File: src/rtl/delay_change_sequencer.sv
// delay_change_sequencer
// Sequences delay changes for the variable delay buffer. A new target fades the
// wet path out, switches the read offset while the path is silent, holds for a
// pipeline flush and fades back in, so the read pointer never jumps audibly.
// Counters advance only on sample_valid.
//
// Optional feature macro: DELAY_GLIDE_EN. When defined, small retargets
// (0 < |delta| <= GLIDE_MAX) step delay_samples by one per sample at full gain.
//
// Ports:
//   clk            system/audio clock
//   reset_n        asynchronous active-low reset
//   sample_valid   one-cycle sample strobe (shared with the delay buffer)
//   target_valid   one-cycle pulse, loads target_delay into pending
//   target_delay   requested delay in samples
//   delay_samples  registered delay offset to the delay buffer
//   wet_gain       registered wet-path gain (all ones = unity)
//   busy           registered, high in any state other than RUN
//   change_done    registered one-cycle pulse when a change completes
module delay_change_sequencer #(
  parameter int unsigned ADDR_WIDTH    = 16,
  parameter int unsigned GAIN_WIDTH    = 16,
  parameter int unsigned FADE_LEN_LOG2 = 8,
  parameter int unsigned HOLD_SAMPLES  = 4,
  parameter int unsigned GLIDE_MAX     = 16
) (
  input  logic                  clk,
  input  logic                  reset_n,
  input  logic                  sample_valid,
  input  logic                  target_valid,
  input  logic [ADDR_WIDTH-1:0] target_delay,
  output logic [ADDR_WIDTH-1:0] delay_samples,
  output logic [GAIN_WIDTH-1:0] wet_gain,
  output logic                  busy,
  output logic                  change_done
);

  localparam int unsigned CW    = FADE_LEN_LOG2 + 1;
  localparam int unsigned HW    = $clog2(HOLD_SAMPLES + 1);
  localparam int unsigned SHIFT = GAIN_WIDTH - FADE_LEN_LOG2;
  localparam logic [CW-1:0] C_FULL    = CW'(1) << FADE_LEN_LOG2;
  localparam logic [HW-1:0] HOLD_INIT = HW'(HOLD_SAMPLES);

`ifdef DELAY_GLIDE_EN
  typedef enum logic [2:0] {
    S_RUN, S_FADE_OUT, S_SWITCH, S_HOLD, S_FADE_IN, S_GLIDE
  } state_e;
`else
  typedef enum logic [2:0] {
    S_RUN, S_FADE_OUT, S_SWITCH, S_HOLD, S_FADE_IN
  } state_e;
`endif

  state_e                state_q, state_d;
  logic [CW-1:0]         c_q, c_d;
  logic [HW-1:0]         hold_q, hold_d;
  logic [ADDR_WIDTH-1:0] delay_q, delay_d;
  logic [ADDR_WIDTH-1:0] pend_q, pend_d;
  logic                  pend_flag_q, pend_flag_d;
  logic [GAIN_WIDTH-1:0] gain_q, gain_d;
  logic                  busy_q, busy_d;
  logic                  done_q, done_d;
  logic                  differs_c;

`ifdef DELAY_GLIDE_EN
  logic [ADDR_WIDTH-1:0] glide_tgt_q, glide_tgt_d;
  logic [ADDR_WIDTH-1:0] mag_c;
  logic [ADDR_WIDTH-1:0] step_c;

  // Unwrapped distance between pending and current delay
  assign mag_c  = (pend_q > delay_q) ? (pend_q - delay_q) : (delay_q - pend_q);
  assign step_c = (delay_q < glide_tgt_q) ? (delay_q + ADDR_WIDTH'(1))
                                          : (delay_q - ADDR_WIDTH'(1));
`else
  logic unused_glide;
  assign unused_glide = ^32'(GLIDE_MAX);
`endif

  assign differs_c = (pend_q != delay_q);

  // Next-state, counters and registered outputs
  always_comb begin
    state_d     = state_q;
    c_d         = c_q;
    hold_d      = hold_q;
    delay_d     = delay_q;
    pend_d      = pend_q;
    pend_flag_d = pend_flag_q;
    done_d      = 1'b0;
`ifdef DELAY_GLIDE_EN
    glide_tgt_d = glide_tgt_q;
`endif

    case (state_q)
      S_RUN: begin
        if (pend_flag_q) begin
          if (!differs_c) begin
            pend_flag_d = 1'b0;
          end else begin
`ifdef DELAY_GLIDE_EN
            if (mag_c <= ADDR_WIDTH'(GLIDE_MAX)) begin
              state_d     = S_GLIDE;
              pend_flag_d = 1'b0;
              glide_tgt_d = pend_q;
            end else begin
              state_d = S_FADE_OUT;
            end
`else
            state_d = S_FADE_OUT;
`endif
          end
        end
      end
      S_FADE_OUT: begin
        // c can already be 0 when redirected from the very start of FADE_IN
        if (c_q == '0) begin
          state_d = S_SWITCH;
        end else if (sample_valid) begin
          c_d = c_q - CW'(1);
          if (c_q == CW'(1)) state_d = S_SWITCH;
        end
      end
      S_SWITCH: begin
        delay_d     = pend_q;
        pend_flag_d = 1'b0;
        hold_d      = HOLD_INIT;
        state_d     = S_HOLD;
      end
      S_HOLD: begin
        if (sample_valid) begin
          hold_d = hold_q - HW'(1);
          if (hold_q <= HW'(1)) state_d = S_FADE_IN;
        end
      end
      S_FADE_IN: begin
        // A fresh retarget reverses the fade from the current gain
        if (pend_flag_q && differs_c) begin
          state_d = S_FADE_OUT;
        end else if (sample_valid) begin
          c_d = c_q + CW'(1);
          if (c_q == C_FULL - CW'(1)) begin
            state_d = S_RUN;
            done_d  = 1'b1;
          end
        end
      end
`ifdef DELAY_GLIDE_EN
      S_GLIDE: begin
        if (sample_valid) begin
          delay_d = step_c;
          if (step_c == glide_tgt_q) begin
            state_d = S_RUN;
            done_d  = 1'b1;
          end
        end
      end
`endif
      default: state_d = S_RUN;
    endcase

    // A new target always wins over a same-cycle clear
    if (target_valid) begin
      pend_d      = target_delay;
      pend_flag_d = 1'b1;
    end

    gain_d = (c_d == C_FULL) ? '1 : (GAIN_WIDTH'(c_d) << SHIFT);
    busy_d = (state_d != S_RUN);
  end

  // State and output registers
  always_ff @(posedge clk or negedge reset_n) begin
    if (!reset_n) begin
      state_q     <= S_RUN;
      c_q         <= C_FULL;
      hold_q      <= '0;
      delay_q     <= '0;
      pend_q      <= '0;
      pend_flag_q <= 1'b0;
      gain_q      <= '1;
      busy_q      <= 1'b0;
      done_q      <= 1'b0;
`ifdef DELAY_GLIDE_EN
      glide_tgt_q <= '0;
`endif
    end else begin
      state_q     <= state_d;
      c_q         <= c_d;
      hold_q      <= hold_d;
      delay_q     <= delay_d;
      pend_q      <= pend_d;
      pend_flag_q <= pend_flag_d;
      gain_q      <= gain_d;
      busy_q      <= busy_d;
      done_q      <= done_d;
`ifdef DELAY_GLIDE_EN
      glide_tgt_q <= glide_tgt_d;
`endif
    end
  end

  assign delay_samples = delay_q;
  assign wet_gain      = gain_q;
  assign busy          = busy_q;
  assign change_done   = done_q;

endmodule

File: config.mk
export PLATFORM = sky130hd
export DESIGN_NAME = delay_change_sequencer
export DESIGN_NICKNAME = d
export VERILOG_FILES = /design/src/rtl/delay_change_sequencer.sv
export SDC_FILE = /design/constraint.sdc
export NUM_CORES = 1
export LEC_CHECK = 0
export BUFFER_PORTS_ARGS = -buffer_cell sky130_fd_sc_hd__buf_2
export CAP_MARGIN = 20
export CORE_ASPECT_RATIO = 1.25
export CORE_MARGIN = 2
export CORE_UTILIZATION = 50
export CTS_BUF_LIST = sky130_fd_sc_hd__clkbuf_8
export CTS_CLUSTER_SIZE = 10
export DETAILED_ROUTE_END_ITERATION = 10
export PLACE_DENSITY = 0.78
export SYNTH_ARGS = -nofsm -noshare
export SYNTH_HDL_FRONTEND = slang
export SYNTH_SLANG_ARGS = --single-unit
File: constraint.sdc
create_clock -name clk -period 3.6 [get_ports clk]
set_input_delay 0.72 -clock clk [delete_from_list [all_inputs] [get_ports clk]]
set_output_delay 0.72 -clock clk [all_outputs]
set_load 0.03 [all_outputs]
== Word-level counts from Yosys, hierarchy flattened ==
Index checks and enable logic that the tools add are counted.

* $add $sub $neg: 3
* Multipliers: 0
* Div/mod/pow operators: 0
* Magnitude comparators: 1
* Eq/ne operators: 9
* Shift-type cells: 0
* Muxes and demuxes: 27
* Bitwise gates (word level): 0
* Reduce and logical (&&, ||, !) cells: 7

{| class="wikitable"
|+ Operator list
! operator !! number
|-
| 9-bit 2-to-1 mux || 4
|-
| 3-bit 2-to-1 mux || 11
|-
| 9-bit one-hot mux with 2 select lines || 1
|-
| 16-bit 2-to-1 mux || 1
|-
| 16-bit inequality test || 1
|-
| 3-bit one-hot mux with 5 select lines || 1
|-
| 9-bit by 1-bit adder with 9-bit output, second input constant || 1
|-
| 9-bit by 1-bit == test with 1-bit output, second input constant || 1
|-
| 9-bit by 8-bit == test with 1-bit output, second input constant || 1
|-
| 9-bit == test, second input constant || 1
|-
| 9-bit logical NOT || 1
|-
| 9-bit by 1-bit subtractor with 9-bit output, second input constant || 1
|-
| 1-bit 2-to-1 mux || 7
|-
| 3-bit by 2-bit == test with 1-bit output, second input constant || 2
|-
| 3-bit one-hot mux with 2 select lines || 1
|-
| 3-bit nonzero test || 2
|-
| 3-bit by 1-bit == test with 1-bit output, second input constant || 1
|-
| 3-bit == test, second input constant || 1
|-
| 3-bit by 1-bit <= comparator with 1-bit output, second input constant || 1
|-
| 3-bit logical NOT || 1
|-
| 3-bit by 1-bit subtractor with 3-bit output, second input constant || 1
|-
| 2-bit inequality test, second input constant || 1
|-
| 1-bit one-hot mux with 2 select lines || 1
|-
| 2-bit AND reduction || 1
|-
| 2 further kinds || 2
|}

* Flip-flop bits (word level): 66
* Latch bits: 0
* RAM bits: 0
* Bits in read-only memories: 0
* Output and inout bits: 34
* Memories: 0

== Logic depth before layout (Yosys ltp) ==
Gate-level depths: netlist (run 1).

* Depth in word-level cells: 6
* Mapped depth: 9
* Gate-level depth less buffers: 9

== Worst setup path before layout (run 1) ==
OpenSTA, ideal clock, no wires.

* Kind: in2reg
* Start: input port sample_valid
* End: register gain_q[10], in the netlist wet_gain[10]
* Library setup time: 0.091 ns
* Data arrival time: 2.342 ns
* Required time: 3.509 ns
* Slack: 1.167 ns
* Cell stages on the path: 7
* Path buffers: 1
* Cell sequence: clkbuf_1 nor4bb_1 and2_1 a32oi_2 xor2_1 nand3_2 o31ai_1

* Longest elaborated chain between the ends: 5
* Elaborated cells between the ends (all ways): 7
* Those cells by class: eq/ne: 1; mux: 6

{| class="wikitable"
|+ Ends and longest elaborated chain
! what !! line !! source
|-
| start, declared || 29 || <nowiki>input logic sample_valid,</nowiki>
|-
| 9-bit 2-to-1 mux (on tied branches) || 139, 118 ||
|-
| 9-bit 2-to-1 mux (on tied branches) || 137, 116 ||
|-
| 9-bit one-hot mux with 2 select lines (*) || 94 || <nowiki>case (state_q)</nowiki>
|-
| 9-bit == test || 167 || <nowiki>gain_d = (c_d == C_FULL) ? '1 : (GAIN_WIDTH'(c_d) << SHIFT);</nowiki>
|-
| 16-bit 2-to-1 mux (*) || 167 ||
|-
| named net gain_d[10] || 60 || <nowiki>logic [GAIN_WIDTH-1:0] gain_q, gain_d;</nowiki>
|-
| end signal, assigned || 193 || <nowiki>gain_q <= gain_d;</nowiki>
|-
| end, declared || 60 ||
|}

Mark *: on every way through the listed nets, which the timed path passes. The rest lies on a longest branch.
A chain may end at the register's enable or synchronous reset.

== Worst setup path after layout (run 1) ==
* Start: register c_q[0]
* End: register gain_q[11], in the netlist wet_gain[11]

* Longest elaborated chain between the ends: 6
* Elaborated cells between the ends (all ways): 10
* Those cells by class: add/sub: 2; eq/ne: 1; mux: 6; reduce/logical: 1

{| class="wikitable"
|+ Ends and longest elaborated chain
! what !! line !! source
|-
| start, declared || 55 || <nowiki>logic [CW-1:0] c_q, c_d;</nowiki>
|-
| start signal, assigned || 175 || <nowiki>c_q <= C_FULL;</nowiki>
|-
| start signal, assigned || 188 || <nowiki>c_q <= c_d;</nowiki>
|-
| 9-bit by 1-bit adder with 9-bit output / 9-bit by 1-bit subtractor with 9-bit output (equally long branches) || 140, 119 ||
|-
| 9-bit 2-to-1 mux (on tied branches) || 139, 118 ||
|-
| 9-bit 2-to-1 mux (on tied branches) || 137, 116 ||
|-
| 9-bit one-hot mux with 2 select lines (*) || 94 ||
|-
| 9-bit == test || 167 ||
|-
| 16-bit 2-to-1 mux (*) || 167 ||
|-
| named net gain_d[11] || 60 ||
|}

Marks and branches as above.

==> run summary, run 1 <==
Detailed placement finished with a half-perimeter wire length of 4.10 mm. Startpoint kind of the worst setup timing path: a register. The commonest cells after synthesis are dfrtp_1, mux2_2, xor2_1.

Maximum vdd ir drop: 476 uV. The logs give 34 for the largest net degree at the start of global routing and 46 for the count of different cell masters after synthesis. The Yosys step of the flow raised 0 warnings.

The fraction of layout instances using a drive strength above 1 is 0.384, and the average footprint of a synthesized cell is 11.4 um2. The number of slew-limit violations in the final report is 0, and the combinational group share of total power is 0.398. The cell area after synthesis was 2950 um2; the I/O pin total was 54. The tools report the hold violation total from the final report as 0.

The detailed-router iteration count before antenna repair was 4. The fraction of power consumed by sequential logic was 0.390. Depth of the worst register-to-register path: 8. The tools report the count of mapped cells out of synthesis as 259. At the end of the flow, the number of nets in the layout was 336.

The areal power density over the cells was 848 nW/um2. At the placement stage, the worst setup path has a slack of 0.619 ns. Detailed-route vias per instance: 5.59. The flow ran to the end, and the final reports show no timing, DRC or antenna violations. The detailed router placed 2128 vias in this run.

The tightest min-delay check is of the in2async type. TritonCTS built the clock tree. The first routing iteration left 131 violations. At the later pin of the worst-skew pair, clock insertion delay measures 0.34 ns. At the pin with the least slew margin, the transition time is 0.611 ns. The number of nets handed over by synthesis was 285. The tools report the wire length of the first global-routing pass as 10.2 mm. Number of max-capacitance violations reported: 0.

The overflow left after global routing was 0. Along the worst path, the maximum fanout reaches 9. Wires add up to 5.75 mm.

The maximum clock path buffer count came out at 2. The area share of the largest cell type after synthesis came out at 0.415. The run gives 0.660 ns as the worst path setup slack after routing. The clock root buffer was clkbuf_8.

For this run, the leading register cell type out of synthesis is dfrtp_1. The async set or reset register ratio after synthesis was 1.00; the number of non-filler instances in the completed layout was 381. The design internal power was 0.00171 W. The kind of critical path is reg2reg. Data on the critical path is required at its endpoint by 3.84 ns. After detailed placement, the design holds a cell count of 365.

The area inside the core boundary is 5740 um2. After synthesis, the cell types taking the most area are dfrtp_1, mux2_2, dfstp_2. Relative to the synthesized area, the layout overhead comes to 16.4%. The logs give 0 for the number of nets still failing antenna checks after routing and 0 for the number of setup violations in the final report. Source of the worst register-to-register timing path: c_q[0]. From left edge to right edge, the die measures 72.7 um.

Cell type contributing the most total cell area after synthesis: dfrtp_1. STA classifies the critical path endpoint as a register. The overall global routing resource usage was 0.200.

The clock slew at the register clock pins of the worst setup and hold paths was 0.07 ns. Register bit count reported by yosys: 59. The worst slew margin relative to its limit was 0.593; the arrival time reported for the critical path endpoint was 3.18 ns.

The die is 89.9 um tall. The H-tree was split into 3 levels. The run gives 0 as the number of antenna violations at the first check in global routing. Buffers inserted to repair hold after CTS numbered 0. The ratio of final minimum period to clock period was 0.817; the power spent charging and discharging nets was 0.00120 W.

The logs give 0.504 for the sequential-to-total area share from yosys stat and 59 for the total clock sinks. The run gives 1.62 nW as the static leakage. The net switching share of the total power came out at 0.413. The repair_antennas step left the layout with diodes totalling 0. Via count of the first global-routing pass: 2269. The number of synthesized flops with an enable pin works out to 0. The logs give 0 for the DRC violation count after routing and 0.212 for the relative contribution of the clock network to total power. The number of port buffers was 53. Post-CTS repair changed the size of 0 cells.

In the final timing run, aggregate negative setup slack is 0 ns. The source of the critical timing path is c_q[0]. The floorplan has 31 rows.

The tools report the routability congestion estimate from global placement as 0.887. Post-CTS timing repair inserted 0 buffers for setup. Based on the critical path, the design can be clocked at up to 340 MHz.

The number of buffers created by CTS is 9, and the effective utilization at floorplan is 0.514. The die covers 6540 um2. Setup repair after global routing left no endpoint under its margin. The worst clock skew came out at 0.00823 ns. The final critical-path required period is 2.94 ns. Yosys instantiated no cell more often than dfrtp_1. In the final routed layout, each cell accounts on average for 15.1 um.
[cell usage in the layout (no fill, tap or decap), types with 4 or more instances in the layout]
master	instances
a21oi_1	8
nor3_1	8
mux2_2	32
and3_1	4
o31ai_1	9
nor2_1	8
dfrtp_1	49
inv_1	20
nor2b_1	5
o21ai_1	4
ha_1	6
dfstp_2	10
nor4_1	5
clkbuf_8	11
o21ai_0	4
xor2_1	21
buf_2	53
nand2_1	13
[cell type report]
cell class | count | area [um2]
timing repair buffer | 56 | 288
clock buffer | 11 | 151
multi-input combinational | 165 | 1300
sequential | 59 | 1490
inverter | 19 | 71.3
tap | 66 | 82.6
clock inverter | 5 | 52.6
fill | 484 | 2300
[power groups by stage]
stage	Sequential [W]	Clock, W	Combinational [W]
5_1_grt	0.00117	0.000661	0.00128
3_5_place_dp	0.00115	0	0.00116
3_3_place_gp	0.00114	0	0.00114
4_1_cts	0.00114	0.000628	0.00117
6_report	0.00114	0.000617	0.00116
2_1_floorplan	0.00136	0	0.000613
[metal layers]
metal	vias to the layer above	track usage	wire (um)
met1	1035	0.237	2360
met5	-	0	0
met3	14	0.0538	291
li1	1022	-	-
met2	57	0.328	2960
met4	0	0.102	133
[final timing paths]
check / to / slack, ns
worst max register to register: wet_gain[11] / 0.66
worst min register to register: pend_q[10] / 0.55
worst max-delay path: wet_gain[11] / 0.66
max in group asynchronous: c_q[8] / 2.34
worst min-delay path: pend_q[5] / 0.39
min in group clk: pend_q[10] / 0.55
[critical path, cell delays in order (launching register included)]
cell	delay, ns
dfrtp_1	0.43
inv_1	0.15
ha_1	0.20
or4b_1	0.49
o21ai_1	0.31
nor2_1	0.08
a221oi_1	0.48
nand4_2	0.33
o31ai_1	0.35
[cell families after synthesis]
kind of cell | count (synthesis) | share of synthesized area
buffers and inverters | 35 | 0.0542
muxes | 32 | 0.122
adders and majority gates | 6 | 0.0254
DFF | 59 | 0.504
AOI/OAI and AO/OA | 45 | 0.113
xor gates and xnor gates | 21 | 0.0623
and+or+nand+nor | 61 | 0.119
[through the flow]
step	area (um2)	power [W]	hold slack, ns	util
after global placement	3230	0.00227	0.518	0.563
after CTS	3440	0.00294	0.399	0.599
final	3440	0.00292	0.386	0.599
after floorplan	2950	0.00198	0.424	-
after detailed placement	3230	0.00231	0.535	0.563
after global routing	3440	0.00311	0.428	0.599
[flip-flops by register name (all words and copies together) (netlist names), 3 cells and up]
name	flops
wet_gain	9
state_q	3
c_q	9
hold_q	3
pend_q	16
delay_samples	16
No activity file was read; power rests on OpenSTA's default activity.
==> run 2: changes to the inputs <==
==> constraint.sdc (replaced) <==
create_clock -name clk -period 2.79 [get_ports clk]
set_input_delay 0.558 -clock clk [delete_from_list [all_inputs] [get_ports clk]]
set_output_delay 0.558 -clock clk [all_outputs]
set_load 0.03 [all_outputs]
==> run 2 against run 1 <==
- via count up 4.4%
- flip-flop and latch count unchanged
- critical path depth up 1
- global-route usage down 0.58 points
- first-iteration DRC count down 6.1%
- combinational power up 55%
- final cell count up 4.2%
- cell area up 6.4%
==> run summary, run 2 (same netlist as run 1, synthesis figures left out) <==
The area inside the core boundary is 5740 um2. Max-cap violations in this run came to 0. The total clock sinks came out at 59. 54 I/O pins were placed.

Fill cells in the final layout number 427. The number of antenna diodes in the final layout is 0. The die outline width works out to 72.7 um.

The DRC violation count after routing was 0; the largest driver fanout on the critical path was 5. In this run the power density over the cells is 1110 nW/um2. The detail route stage leaves a number of antenna-violating nets equal to 0. The tools report the overall global routing resource usage as 0.195.

The deepest level of the CTS H-tree was 3; the number of buffers created by CTS was 9. The first global-routing pass estimated 9.81 mm of wire. The net count of the finished layout is 352.

The number of antenna violations at the first check in global routing was 0. Once detailed placement completed, the half-perimeter wirelength came to 4.10 mm. The largest net degree at the start of global routing was 60; the detailed-route vias per instance was 5.60. The via count of the first global-routing pass was 2183.

The tools report the clock root buffer as clkbuf_8. TritonCTS built the clock tree. Hold repair after CTS inserted 0 buffers. The logs give 0.873 for the routability congestion estimate from global placement and 0.0124 ns for the worst clock skew. The clock reaches the later pin of the worst-skew pair after 0.33 ns.

The longest clock path from root to sink contains 2 buffers. The run gives 397 as the number of non-filler instances in the completed layout. Setup violations remaining at the end of the flow were counted as 0.

The run finished with clean final reports. The tools report the worst slew margin relative to its limit as 0.513. STA classifies the critical path endpoint as a register.

Most frequent standard cell in the layout excluding fill and tap cells: buf_2. The run gives 6.29 mm as the overall routed net length. At the pin with the least slew margin, the transition time is 0.730 ns. Hold violation total from the final report: 0. Dividing the detail-routed wire length by the instance count gives 15.9 um. The die boundary height is 89.9 um.

For the worst setup path, the data required time is 3.02 ns. For the overflow left after global routing, the log shows 0. The run gives 123 as the number of violations reported at the end of detailed-routing iteration 0.

The run gives 0 as the number of slew-limit violations in the final report. The number of placed instances with taps included came out at 371. The ratio of final minimum period to clock period is 0.970, and the static leakage is 1.71 nW. The routed layout has 2222 vias. The fraction of layout instances using a drive strength above 1 came out at 0.450. Kind of critical path: reg2reg. Counting I/O delays and the setup requirement, the final critical path takes 2.71 ns.

Hold timing on the final database bottoms out at a slack of 0.354 ns. For the number of rows in the core area, the log shows 31. The logs give 0.514 for the effective utilization at floorplan and 656 uV for the maximum vdd ir drop. During placement, the flow inserted port buffers numbering 53.

The detailed-router iteration count before antenna repair is 4. From synthesis to final layout, the design area changed by 23.9%. Timing would allow up to 369 MHz.

The path class of the lowest-slack min-delay path was in2async. At the worst endpoint, the arrival time is 2.94 ns. STA classifies the critical path startpoint as a register. The logs give 0.638 for the utilization after layout and 6540 um2 for the die footprint. The clock slew at the register clock pins of the worst setup and hold paths works out to 0.06 ns. The top cell types in the final layout, fill and taps aside, are buf_2, dfrtp_1, mux2_2, inv_1, xor2_1.
==> run 2: changes by cell type in the layout (fill, tap and decap cells not counted), moves of 2 or more <==
cell / change
o31ai_1: -5
buf_4: +14
xor2_1: -2
o31ai_2: +4
nand2_2: +2
xor2_2: +2
==> run 2: where the power goes <==
group	total (W)	switching [W]	internal, W
logic	0.00180	0.00108	0.000720
registers	0.00146	0.000277	0.00119
clock network	0.000790	0.000312	0.000478
==> run 2: timing repair <==
item	4_1_cts	5_1_grt
setup endpoints to repair	0	9
buffers inserted	0	8
resized for setup	0	17
==> run 2: worst paths after layout <==
path                                         end  cells past startpoint  slack [ns]             start
worst min-delay path            delay_samples[5]                      2        0.35           reset_n
max in group asynchronous                 c_q[2]                      2        1.92           reset_n
worst max-delay path                wet_gain[13]                      9        0.08            c_q[0]
min in group clk                      pend_q[15]                      2        0.46  target_delay[15]
worst max register to register      wet_gain[13]                      9        0.08            c_q[0]
worst min register to register         hold_q[1]                      1        0.54         hold_q[1]
==> run 2: through the flow <==
stage          instance area, um2  worst slack [ns]  power, W  TNS (ns)
2_1_floorplan                2950             0.369   0.00255         0
3_3_place_gp                 3280             0.196   0.00297         0
3_5_place_dp                 3280            0.0399   0.00301         0
4_1_cts                      3490            0.0133   0.00382         0
5_1_grt                      3660           -0.0958   0.00431    -0.621
6_report                     3660            0.0826   0.00405         0
==> run 2: cell type report <==
type / count / area [um2] / share of cell area
Clock buffer: 12 / 165 / 0.0451
Multi-Input combinational cell: 167 / 1420 / 0.387
Clock inverter: 4 / 42.5 / 0.0116
Sequential cell: 59 / 1490 / 0.407
Inverter: 19 / 71.3 / 0.0195
Tap cell: 66 / 82.6 / 0.0226
Timing Repair Buffer: 70 / 393 / 0.107
==> run 2: layer usage <==
layer | wire [um] | global-route usage | share of wire | vias up
li1 | - | - | - | 1048
met1 | 2590 | 0.231 | 0.41 | 1083
met2 | 3170 | 0.309 | 0.50 | 77
met3 | 332 | 0.0639 | 0.053 | 14
met4 | 197 | 0.102 | 0.031 | 0
met5 | 0 | 0 | 0 | -
==> run 2: critical path, cell delays in order (launching register included) <==
cell and delay (ns):
dfrtp_1 0.42, inv_1 0.15, ha_1 0.20, or4b_4 0.49
o211ai_1 0.22, nor3_1 0.07, a31oi_1 0.25, xor2_2 0.31
nand2_2 0.18, o31ai_2 0.32
